===== src/rtl/mdc_stream_engine_ctrl.sv =====
// mdc_stream_engine_ctrl
//   Multi-channel controller between the HWPE streamer and an MDC dataflow
//   core. Each input stream and each output stream is buffered in its own
//   small FIFO. Tokens are counted against a programmed job length, and an FSM
//   (IDLE -> RUN -> DRAIN -> DONE) sequences the job and reports busy/done.
//
//   Handshake rule for every stream: a token moves on a rising clock edge where
//   valid and ready are both high. Ready never depends on valid. Valid never
//   depends on ready.
//
//   Optional feature: define MDC_STREAM_ENGINE_TIMEOUT_EN to build a watchdog.
//   It ends a RUN/DRAIN phase that has had no handshake on any channel for
//   TIMEOUT_CYCLES consecutive cycles. When it fires it raises the sticky err_o,
//   pulses done_o and flushes the FIFOs. Without the macro, err_o stays 0.
//
//   Ports
//     clk_i, rst_i, clear_i  clock, sync active-high reset, sync soft clear
//     start_i, len_i         job start pulse and tokens per channel
//     in_*                   streamer -> engine input streams (N_IN)
//     mdc_in_*               engine -> MDC core input streams (N_IN)
//     mdc_out_*              MDC core -> engine output streams (N_OUT)
//     out_*                  engine -> streamer output streams (N_OUT)
//     busy_o, done_o, err_o  job status
//     dbg_state_o            current FSM state (0 IDLE, 1 RUN, 2 DRAIN, 3 DONE)

module mdc_stream_fifo #(
   parameter int DW    = 32,
   parameter int DEPTH = 4
) (
   input  logic          clk_i,
   input  logic          rst_i,
   input  logic          flush_i,
   input  logic          push_i,
   input  logic          pop_i,
   input  logic [DW-1:0] data_i,
   output logic [DW-1:0] data_o,
   output logic          full_o,
   output logic          empty_o
);
   localparam int AW = $clog2(DEPTH);

   logic [DW-1:0] mem [DEPTH];
   logic [AW-1:0] wr_ptr, rd_ptr;
   logic [AW:0]   count;
   logic          do_push, do_pop;

   assign full_o  = (count == (AW+1)'(DEPTH));
   assign empty_o = (count == '0);
   // A full FIFO refuses a push even when it pops in the same cycle.
   assign do_push = push_i & ~full_o;
   assign do_pop  = pop_i & ~empty_o;
   // The head is forced to zero when the FIFO is empty, so stale entries never show on the output.
   assign data_o  = empty_o ? '0 : mem[rd_ptr];

   always_ff @(posedge clk_i) begin
      if (do_push) mem[wr_ptr] <= data_i;
   end

   // Pointers are AW bits wide, so they wrap modulo DEPTH (a power of two).
   always_ff @(posedge clk_i) begin
      if (rst_i || flush_i) begin
         wr_ptr <= '0;
         rd_ptr <= '0;
         count  <= '0;
      end else begin
         if (do_push) wr_ptr <= wr_ptr + 1'b1;
         if (do_pop)  rd_ptr <= rd_ptr + 1'b1;
         case ({do_push, do_pop})
            2'b10:   count <= count + 1'b1;
            2'b01:   count <= count - 1'b1;
            default: ;
         endcase
      end
   end
endmodule

module mdc_stream_engine_ctrl #(
   parameter int N_IN           = 2,
   parameter int N_OUT          = 1,
   parameter int DATA_WIDTH     = 32,
   parameter int FIFO_DEPTH     = 4,
   parameter int CNT_WIDTH      = 16,
   parameter int TIMEOUT_CYCLES = 1024
) (
   input  logic                        clk_i,
   input  logic                        rst_i,
   input  logic                        clear_i,
   input  logic                        start_i,
   input  logic [CNT_WIDTH-1:0]        len_i,
   input  logic [N_IN-1:0]             in_valid_i,
   input  logic [N_IN*DATA_WIDTH-1:0]  in_data_i,
   output logic [N_IN-1:0]             in_ready_o,
   output logic [N_IN-1:0]             mdc_in_valid_o,
   output logic [N_IN*DATA_WIDTH-1:0]  mdc_in_data_o,
   input  logic [N_IN-1:0]             mdc_in_ready_i,
   input  logic [N_OUT-1:0]            mdc_out_valid_i,
   input  logic [N_OUT*DATA_WIDTH-1:0] mdc_out_data_i,
   output logic [N_OUT-1:0]            mdc_out_ready_o,
   output logic [N_OUT-1:0]            out_valid_o,
   output logic [N_OUT*DATA_WIDTH-1:0] out_data_o,
   input  logic [N_OUT-1:0]            out_ready_i,
   output logic                        busy_o,
   output logic                        done_o,
   output logic                        err_o,
   output logic [1:0]                  dbg_state_o
);
   typedef enum logic [1:0] {S_IDLE = 2'd0, S_RUN = 2'd1, S_DRAIN = 2'd2, S_DONE = 2'd3} state_t;

   if (FIFO_DEPTH < 2 || TIMEOUT_CYCLES < 1) begin : g_param_check
      $error("mdc_stream_engine_ctrl: FIFO_DEPTH must be >= 2 and TIMEOUT_CYCLES >= 1");
   end

   state_t               state;
   logic                 busy_q, done_q, err_q, abort_q;
   logic [CNT_WIDTH-1:0] len_q;
   logic [CNT_WIDTH-1:0] ic [N_IN];
   logic [CNT_WIDTH-1:0] oc [N_OUT];
   logic [N_IN-1:0]      in_full, in_empty, in_push, in_pop, ic_done;
   logic [N_OUT-1:0]     out_full, out_empty, out_push, out_pop, oc_done;
   logic                 run, active, all_empty, fifo_flush, timeout;

   assign run        = (state == S_RUN);
   assign active     = (state == S_RUN) || (state == S_DRAIN);
   assign all_empty  = (&in_empty) & (&out_empty);
   // abort_q is set only while in DONE after a watchdog expiry, so the flush happens on that DONE cycle.
   assign fifo_flush = clear_i | abort_q;

   always_comb begin
      ic_done = '0;
      oc_done = '0;
      for (int k = 0; k < N_IN; k++)  ic_done[k] = (ic[k] == len_q);
      for (int j = 0; j < N_OUT; j++) oc_done[j] = (oc[j] == len_q);
   end

   // Input side stops accepting at len, which also saturates ic.
   assign in_ready_o      = {N_IN{run}} & ~in_full & ~ic_done;
   assign in_push         = in_valid_i & in_ready_o;
   assign mdc_in_valid_o  = {N_IN{active}} & ~in_empty;
   assign in_pop          = mdc_in_valid_o & mdc_in_ready_i;
   assign mdc_out_ready_o = {N_OUT{active}} & ~out_full;
   assign out_push        = mdc_out_valid_i & mdc_out_ready_o;
   assign out_valid_o     = ~out_empty;
   assign out_pop         = out_valid_o & out_ready_i;

   for (genvar k = 0; k < N_IN; k++) begin : g_in_fifo
      mdc_stream_fifo #(.DW(DATA_WIDTH), .DEPTH(FIFO_DEPTH)) u_fifo (
         .clk_i   (clk_i),
         .rst_i   (rst_i),
         .flush_i (fifo_flush),
         .push_i  (in_push[k]),
         .pop_i   (in_pop[k]),
         .data_i  (in_data_i[k*DATA_WIDTH +: DATA_WIDTH]),
         .data_o  (mdc_in_data_o[k*DATA_WIDTH +: DATA_WIDTH]),
         .full_o  (in_full[k]),
         .empty_o (in_empty[k])
      );
   end

   for (genvar j = 0; j < N_OUT; j++) begin : g_out_fifo
      mdc_stream_fifo #(.DW(DATA_WIDTH), .DEPTH(FIFO_DEPTH)) u_fifo (
         .clk_i   (clk_i),
         .rst_i   (rst_i),
         .flush_i (fifo_flush),
         .push_i  (out_push[j]),
         .pop_i   (out_pop[j]),
         .data_i  (mdc_out_data_i[j*DATA_WIDTH +: DATA_WIDTH]),
         .data_o  (out_data_o[j*DATA_WIDTH +: DATA_WIDTH]),
         .full_o  (out_full[j]),
         .empty_o (out_empty[j])
      );
   end

   // Token counters. Surplus output tokens beyond len are still delivered but not counted.
   always_ff @(posedge clk_i) begin
      if (rst_i || clear_i || (state == S_IDLE && start_i)) begin
         for (int k = 0; k < N_IN; k++)  ic[k] <= '0;
         for (int j = 0; j < N_OUT; j++) oc[j] <= '0;
      end else begin
         for (int k = 0; k < N_IN; k++)
            if (in_push[k]) ic[k] <= ic[k] + 1'b1;
         for (int j = 0; j < N_OUT; j++)
            if (out_pop[j] && !oc_done[j]) oc[j] <= oc[j] + 1'b1;
      end
   end

`ifdef MDC_STREAM_ENGINE_TIMEOUT_EN
   localparam int WD_W = $clog2(TIMEOUT_CYCLES + 1);
   logic [WD_W-1:0] wd_cnt;
   logic            any_xfer;

   assign any_xfer = |{in_push, in_pop, out_push, out_pop};
   // Fires at the edge that closes the TIMEOUT_CYCLES-th handshake-free cycle.
   assign timeout  = active & ~any_xfer & (wd_cnt == WD_W'(TIMEOUT_CYCLES - 1));

   always_ff @(posedge clk_i) begin
      if (rst_i || clear_i || !active || any_xfer) wd_cnt <= '0;
      else if (!timeout)                           wd_cnt <= wd_cnt + 1'b1;
   end
`else
   assign timeout = 1'b0;
`endif

   always_ff @(posedge clk_i) begin
      if (rst_i || clear_i) begin
         state   <= S_IDLE;
         busy_q  <= 1'b0;
         done_q  <= 1'b0;
         err_q   <= 1'b0;
         abort_q <= 1'b0;
         len_q   <= '0;
      end else begin
         done_q <= 1'b0;
         case (state)
            S_IDLE: begin
               abort_q <= 1'b0;
               if (start_i) begin
                  len_q <= len_i;
                  if (len_i == '0) begin
                     state  <= S_DONE;
                     done_q <= 1'b1;
                  end else begin
                     state  <= S_RUN;
                     busy_q <= 1'b1;
                  end
               end
            end
            S_RUN, S_DRAIN: begin
               if (timeout) begin
                  state   <= S_DONE;
                  busy_q  <= 1'b0;
                  done_q  <= 1'b1;
                  err_q   <= 1'b1;
                  abort_q <= 1'b1;
               end else if (state == S_RUN && (&ic_done)) begin
                  state <= S_DRAIN;
               end else if (state == S_DRAIN && (&oc_done) && all_empty) begin
                  state  <= S_DONE;
                  busy_q <= 1'b0;
                  done_q <= 1'b1;
               end
            end
            default: begin
               state   <= S_IDLE;
               abort_q <= 1'b0;
            end
         endcase
      end
   end

   assign busy_o      = busy_q;
   assign done_o      = done_q;
   assign err_o       = err_q;
   assign dbg_state_o = state;
endmodule


===== config.mk =====
export PLATFORM = sky130hd
export DESIGN_NAME = mdc_stream_engine_ctrl
export DESIGN_NICKNAME = d
export VERILOG_FILES = /design/src/rtl/mdc_stream_engine_ctrl.sv
export SDC_FILE = /design/constraint.sdc
export NUM_CORES = 1
export LEC_CHECK = 0
export ABC_AREA = 1
export CORE_MARGIN = 2
export CORE_UTILIZATION = 57
export CTS_CLUSTER_SIZE = 12
export DETAILED_ROUTE_END_ITERATION = 8
export DONT_BUFFER_PORTS = 1
export PLACE_DENSITY = 0.72
export SLEW_MARGIN = 20
export SYNTH_ARGS = -nofsm -noshare
export SYNTH_HDL_FRONTEND = slang
export SYNTH_SLANG_ARGS = --single-unit

===== constraint.sdc =====
create_clock -name clk_i -period 3.3 [get_ports clk_i]
set_input_delay 0.33 -clock clk_i [delete_from_list [all_inputs] [get_ports clk_i]]
set_output_delay 0.33 -clock clk_i [all_outputs]
set_load 0.02 [all_outputs]

==> key figures, run 1 <==
Status
  – Result of the run: finished, final reports clean

Final layout
  – Share of cells above drive strength 1: 0.0860
  – Post-route design area: 23800 um^2
  – Multi-input logic area: 5900 um^2
  – Area occupied by registers: 13900 um^2
  – Post-route non-filler standard cell count: 2521
  – Fin nets: 2176
  – Synth-to-layout area growth: 15.4%
  – Number of fill cells in the layout: 2592

Timing
  – Relative slew slack: 0.317
  – Fin Setup TNS: 0 ps
  – Post-layout minimum cycle time: 3010 ps
  – Highest achievable clock rate: 332 MHz
  – Worst-Margin Slew: 1020 ps
  – Final setup skew: around 34 ps
  – Unrepaired setup endpoints after global routing: false
  – Setup WS post-layout: 287 ps
  – Fraction of the cycle the final worst path needs: 0.913
  – Final Hold Viols: 0
  – Final number of setup-violating endpoints: 0
  – Slew Viols, Final: 0

Worst setup path
  – Crit path max fanout: 37
  – Crit path capture type: output port
  – CP max-delay cell: sky130_fd_sc_hd__clkinv_1
  – WP data required: 2970 ps
  – Data arrival time of the critical path: ~2700 ps
  – Peak per-stage delay on the critical path: 780 ps
  – Crit Path Category: reg -> out
  – Cell chain of the critical path: clkinv_1 > buf_4 > o21ai_0 > a21oi_1
  – Kind of start point of the critical path: register

Power and ir drop
  – Leakage power: 8.32 nW
  – Total Power Consumption: 12.2 mW
  – Power per standard cell area: 515 nW/um^2
  – Peak supply drop: 0.000506 V

Place
  – RePlAce Congestion: 0.840
  – Number of cells in the design after placement: 2328
  – Detail Placement HPWL: 27300 um
  – IO buf count: 0
  – Worst slack, placed: 479 ps
  – Cell Area, Placed: 21300 um^2

Global routing
  – All-layer global routing usage: 0.244
  – Initial antenna violation count: 2
  – Maximum number of pins on one net before global-route repair: 65
  – Wire length of the first global-routing pass: 73100 um
  – Number of global-route vias before repair: 13895
  – Remaining global-route overflow: 0

Synthesis
  – Most common cell in the netlist: sky130_fd_sc_hd__nor2_1
  – Post-synth EDFFs: 432
  – Largest cells by area after synthesis: sky130_fd_sc_hd__edfxtp_1 (63%), sky130_fd_sc_hd__nor2_1 (8.7%), sky130_fd_sc_hd__o21ai_0 (5.7%), sky130_fd_sc_hd__dfxtp_1 (4.6%), sky130_fd_sc_hd__a21oi_1 (3.6%)
  – Cell area after technology mapping: 20600 um^2
  – Share of synthesized flip-flops with an asynchronous set or reset: 0
  – Sequential cell area fraction in the yosys report: 0.675
  – Area fraction in compound gates after synthesis: 0.0995
  – Adder-cell share of the synthesized area: 0.0163
  – Mux cell area share after synthesis: 0
  – Most instantiated cells after synthesis: sky130_fd_sc_hd__nor2_1 (477), sky130_fd_sc_hd__edfxtp_1 (432), sky130_fd_sc_hd__o21ai_0 (236), sky130_fd_sc_hd__nand2_1 (180), sky130_fd_sc_hd__a21oi_1 (150)
  – Post-Synth XOR/XNOR Area: 0.0128
  – Post-Syn Instances: between 1500 and 2000
  – Synthesized area per cell: 10.8 um^2
  – Library cells used by synthesis: 44
  – Most used flip-flop cell after synthesis: sky130_fd_sc_hd__edfxtp_1
  – Post-synthesis simple-gate area fraction: 0.154
  – Portion of synthesized cell area occupied by the leading cell type: 0.630
  – Biggest area consumer among synthesized cells: sky130_fd_sc_hd__edfxtp_1
  – Number of register bits inferred by synthesis: 479
  – Largest family of logic cells by synthesized area: simple AND/OR/NAND/NOR gates
  – Syn Nets: 2053
  – Syn. warnings: 0

Detailed routing
  – Total number of vias: 14011
  – Post-detailed-route wirelength per cell: 18.2 um
  – Initial DRC Count: 874
  – Final antenna-violating net count: 0
  – Post-DR vias/cell: approximately 5.6
  – DRT Wirelength: about 46000 um
  – Detailed-route DRC error count: 0
  – DRT Pass-1 Iters: 5

Floorplan
  – Height of the chip: 194 um
  – Count of pins on the block boundary: 229
  – Die W: approximately 190 um
  – Area of the die: 37700 um^2
  – Area of the core: 35600 um^2
  – Initial Utilization: 0.579
  – Number of rows in the core area: between 60 and 70

Clock tree
  – TritonCTS clock tree: built
  – Clock-pin transition on the worst setup and hold timing paths: 60 ps
  – Number of buffers added by the clock tree synthesis step: 48
  – Htree depth: 2
  – Clock tree sinks: 479
  – Post_cts resized: 0
  – Buffer levels on the longest clock path: 3
  – Clock latency on the worst-skew pair: 580 ps
  – Clk root buf: sky130_fd_sc_hd__clkbuf_16

Job
  – Max capacitance violation total: 0

Worst hold path
  – Worst hold-check path type: in -> reg
## power by group
group / total, mW / leakage (nW) / switching (mW) / internal [mW]
registers: 6.76 / 4.40 / 0.0683 / 6.70
clock network: 4.90 / 0.668 / 2.14 / 2.76
logic: 0.590 / 3.26 / 0.370 / 0.219
## layout make-up
| class | count | area share |
|---|---|---|
| clock buffers | 69 | 0.0556 |
| multi-input cells | 1214 | 0.248 |
| flip-flops and latches | 479 | 0.585 |
| well taps | 461 | 0.0243 |
| diodes | 2 | 0.000211 |
| clock inverters | 10 | 0.00232 |
| inverters | 128 | 0.0202 |
| repair buffers | 158 | 0.0638 |
## per-layer routing
metal / track usage / vias to the layer above / part of all wire
met5: 0 / - / 0
met4: 0.0802 / 0 / 0.026
met3: 0.0663 / 87 / 0.084
met2: 0.405 / 488 / 0.49
met1: 0.314 / 6678 / 0.40
li1: - / 6758 / -
## state kept, by name, indices dropped and copies added, names as in the netlist, named ones only
signal                    count
busy_o                        1
oc                           16
g_out_fifo.u_fifo.wr_ptr      2
len_q                        16
g_out_fifo.u_fifo.count       3
g_in_fifo.u_fifo.mem        256
g_in_fifo.u_fifo.rd_ptr       4
g_out_fifo.u_fifo.rd_ptr      2
g_in_fifo.u_fifo.count        6
ic                           32
dbg_state_o                   2
g_out_fifo.u_fifo.mem       128
done_o                        1
g_in_fifo.u_fifo.wr_ptr       4
## critical path, delay by kind of cell (launching register included)
family	cells	cell delay [ps]
flip-flops	1	330
buffers and inverters	2	1310
AO/OA/AOI/OAI	2	460
## logic make-up (layout without fill, tap and decap cells)
group           Yosys count  in the layout
fa+ha+maj                25             25
xor+xnor                 30             30
other cells               1              3
buf+inv                 213            365
compound gates          401            401
simple gates            757            757
flops                   479            479
## through the flow
stage / util / hold slack, ps
2_1_floorplan: - / 429
3_3_place_gp: 0.598 / 429
3_5_place_dp: 0.598 / 429
4_1_cts: 0.668 / 0.851
5_1_grt: 0.668 / 20.9
6_report: 0.668 / 26.2
## path summary, 6_finish.rpt
path,startpoint,to,slack (ps),cells after the start
worst min-delay path,len_i[14],len_q[14],30,2
worst max register to register,ic[0][16],g_in_fifo[1].u_fifo.count[2],460,17
worst min register to register,g_out_fifo[0].u_fifo.rd_ptr[1],g_out_fifo[0].u_fifo.rd_ptr[1],470,2
worst max-delay path,register,mdc_in_data_o[28],290,4
## cell usage in the layout (no fill, tap or decap), types with 22 or more instances in the layout
cell / count
sky130_fd_sc_hd__a21oi_1: 150
sky130_fd_sc_hd__buf_4: 42
sky130_fd_sc_hd__clkbuf_16: 49
sky130_fd_sc_hd__dfxtp_1: 44
sky130_fd_sc_hd__dlygate4sd3_1: 112
sky130_fd_sc_hd__edfxtp_1: 432
sky130_fd_sc_hd__ha_1: 22
sky130_fd_sc_hd__inv_1: 113
sky130_fd_sc_hd__nand2_1: 180
sky130_fd_sc_hd__nand3_1: 24
sky130_fd_sc_hd__nor2_1: 464
sky130_fd_sc_hd__nor2_2: 24
sky130_fd_sc_hd__o21ai_0: 236
## what timing repair did
item	in CTS	in global routing
setup endpoints to repair	0	0
hold endpoints to repair	401	0
setup buffers	0	0
hold buffers	112	0
Power figures use the tool's default switching activity.
==> run 2: changes to the inputs <==
--- a/config.mk
+++ b/config.mk
@@ -12,6 +12,7 @@
 export DETAILED_ROUTE_END_ITERATION = 8
 export DONT_BUFFER_PORTS = 1
 export PLACE_DENSITY = 0.72
+export RECOVER_POWER = 25
 export SLEW_MARGIN = 20
 export SYNTH_ARGS = -nofsm -noshare
 export SYNTH_HDL_FRONTEND = slang
==> results of run 2 <==
No change in the layout: final DEF, timing and power equal those of run 1.
==> run 3: changes to the inputs <==
--- a/config.mk
+++ b/config.mk
@@ -11,6 +11,7 @@
 export CTS_CLUSTER_SIZE = 12
 export DETAILED_ROUTE_END_ITERATION = 8
 export DONT_BUFFER_PORTS = 1
+export GPL_TIMING_DRIVEN = 0
 export PLACE_DENSITY = 0.72
 export RECOVER_POWER = 25
 export SLEW_MARGIN = 20
==> key figures, run 3 (synthesized netlist as in run 1, its figures left out) <==
Detailed routing
  – Detailed-route DRC error count: 0
  – Final antenna-violating net count: 0
  – DRT Wirelength: 49200 um
  – DRT Pass-1 Iters: 5
  – Initial DRC Count: 1010
  – Total number of vias: about 14000
  – Post-detailed-route wirelength per cell: 19.1 um
  – Post-DR vias/cell: 5.59

Floorplan
  – Initial Utilization: 0.579
  – Count of pins on the block boundary: 229
  – Number of rows in the core area: 69
  – Area of the core: about 36000 um^2
  – Area of the die: 37700 um^2
  – Die W: 194 um
  – Height of the chip: 194 um

Timing
  – Final Hold Viols: 0
  – Final number of setup-violating endpoints: 0
  – Post-layout minimum cycle time: roughly 3000 ps
  – Relative slew slack: 0.421
  – Worst hold slack: 22.3 ps
  – Unrepaired setup endpoints after global routing: false
  – Slew Viols, Final: 0
  – Final setup skew: 16.3 ps
  – Highest achievable clock rate: 333 MHz
  – Fraction of the cycle the final worst path needs: 0.910
  – Setup WS post-layout: 296 ps
  – Worst-Margin Slew: 865 ps

Final layout
  – Area occupied by registers: 13900 um^2
  – Most common cell after layout, fill and taps aside: sky130_fd_sc_hd__nor2_1
  – Number of fill cells in the layout: 2575
  – Most frequent cells in the layout: sky130_fd_sc_hd__nor2_1 (463), sky130_fd_sc_hd__edfxtp_1 (432), sky130_fd_sc_hd__o21ai_0 (236)
  – Fin nets: 2230
  – Number of flip-flops under the largest register name: 256
  – Largest registers in the final layout: g_in_fifo.u_fifo.mem x256, g_out_fifo.u_fifo.mem x128, ic x32
  – Synth-to-layout area growth: 17.5%
  – Register ranked first by flip-flop count: g_in_fifo.u_fifo.mem
  – Post-route non-filler standard cell count: 2575
  – Share of cells above drive strength 1: 0.0757
  – Final core utilization: 0.680
  – Multi-input logic area: 5940 um^2

Clock tree
  – Clk root buf: sky130_fd_sc_hd__clkbuf_16
  – Number of buffers added by the clock tree synthesis step: 49
  – Clock tree sinks: ~480
  – Buffer levels on the longest clock path: 3
  – Clock latency on the worst-skew pair: 570 ps
  – Clock-pin transition on the worst setup and hold timing paths: 60 ps
  – Htree depth: 2
  – TritonCTS clock tree: built

Worst hold path
  – Worst hold-check path type: in -> reg

Global routing
  – Initial antenna violation count: 1
  – Number of global-route vias before repair: 14405
  – Maximum number of pins on one net before global-route repair: 23
  – Remaining global-route overflow: 0
  – All-layer global routing usage: 0.262
  – Wire length of the first global-routing pass: 77700 um

Worst setup path
  – Crit Path Category: reg -> reg
  – Kind of start point of the critical path: register
  – Crit path capture type: register
  – Data arrival time of the critical path: 3510 ps
  – WP data required: 3810 ps
  – Crit path max fanout: 9

Place
  – Worst slack, placed: -376 ps
  – IO buf count: 0
  – RePlAce Congestion: 0.860
  – Number of cells in the design after placement: approximately 2400
  – Detail Placement HPWL: 31400 um

Job
  – Max capacitance violation total: 0

Power and ir drop
  – Peak supply drop: 0.000454 V
  – Leakage power: 8.40 nW
  – Power per standard cell area: 517 nW/um^2

Status
  – Result of the run: finished, final reports clean
-- run 3: timing repair --
action                                  CTS  global route
buffers inserted                          3             0
hold buffers                            111             0
pin swaps                                 1             0
endpoints found under the setup margin  131            66
resized for setup                         1             5
endpoints found under the hold margin   399             0
-- run 3: worst max-delay path, stage by stage, from the launching register on --
cell	delay, ps
sky130_fd_sc_hd__dfxtp_2	460
sky130_fd_sc_hd__inv_1	100
sky130_fd_sc_hd__ha_1	310
sky130_fd_sc_hd__inv_1	170
sky130_fd_sc_hd__a31oi_2	530
sky130_fd_sc_hd__nand2_2	330
sky130_fd_sc_hd__ha_1	280
sky130_fd_sc_hd__inv_1	90
sky130_fd_sc_hd__fa_1	420
sky130_fd_sc_hd__nor2_1	100
sky130_fd_sc_hd__a21oi_1	50
sky130_fd_sc_hd__nor2_1	80
-- run 3: stage by stage --
stage,area (um^2),power (mW),TNS (ps)
after floorplan,20600,7.20,-26650
after global placement,21200,7.31,-545660
after detailed placement,21600,7.33,-31900
after CTS,24200,12.6,0
after global routing,24200,12.9,0
final,24200,12.5,0
-- run 3: path summary, 6_finish.rpt --
kind / cells after the start / start / end / slack, ps
max: 11 / dbg_state_o[0] / g_out_fifo[0].u_fifo.count[1] / 300
min reg2reg: 2 / g_out_fifo[0].u_fifo.rd_ptr[1] / g_out_fifo[0].u_fifo.rd_ptr[1] / 470
min: 3 / mdc_in_ready_i[1] / g_in_fifo[1].u_fifo.rd_ptr[0] / 20
max reg2reg: 11 / dbg_state_o[0] / g_out_fifo[0].u_fifo.count[1] / 300
-- run 3: area by class of cell --
cell class / count / share of cell area
multi-input combinational: 1214 / 0.245
inverter: 128 / 0.0199
timing repair buffer: 126 / 0.0606
clock inverter: 14 / 0.00522
antenna: 1 / 0.000103
buffer: 85 / 0.0155
sequential: 479 / 0.575
clock buffer: 67 / 0.0547
tap: 461 / 0.0238
-- run 3: per-layer routing --
layer | wire, um | vias to the layer above | GRT usage
met3 | 3900 | 81 | 0.0617
met1 | 19700 | 6903 | 0.342
met2 | 24300 | 533 | 0.433
met5 | 0 | - | 0
met4 | 1370 | 0 | 0.0901
li1 | - | 6879 | -
-- run 3: where the power goes --
| part | total (mW) | switching [mW] | internal [mW] | leakage (nW) |
|---|---|---|---|---|
| clock network | 5.14 | 2.20 | 2.94 | 0.704 |
| logic | 0.619 | 0.387 | 0.232 | 3.30 |
| registers | 6.76 | 0.0667 | 6.69 | 4.40 |
| total | 12.5 | 2.65 | 9.87 | 8.40 |
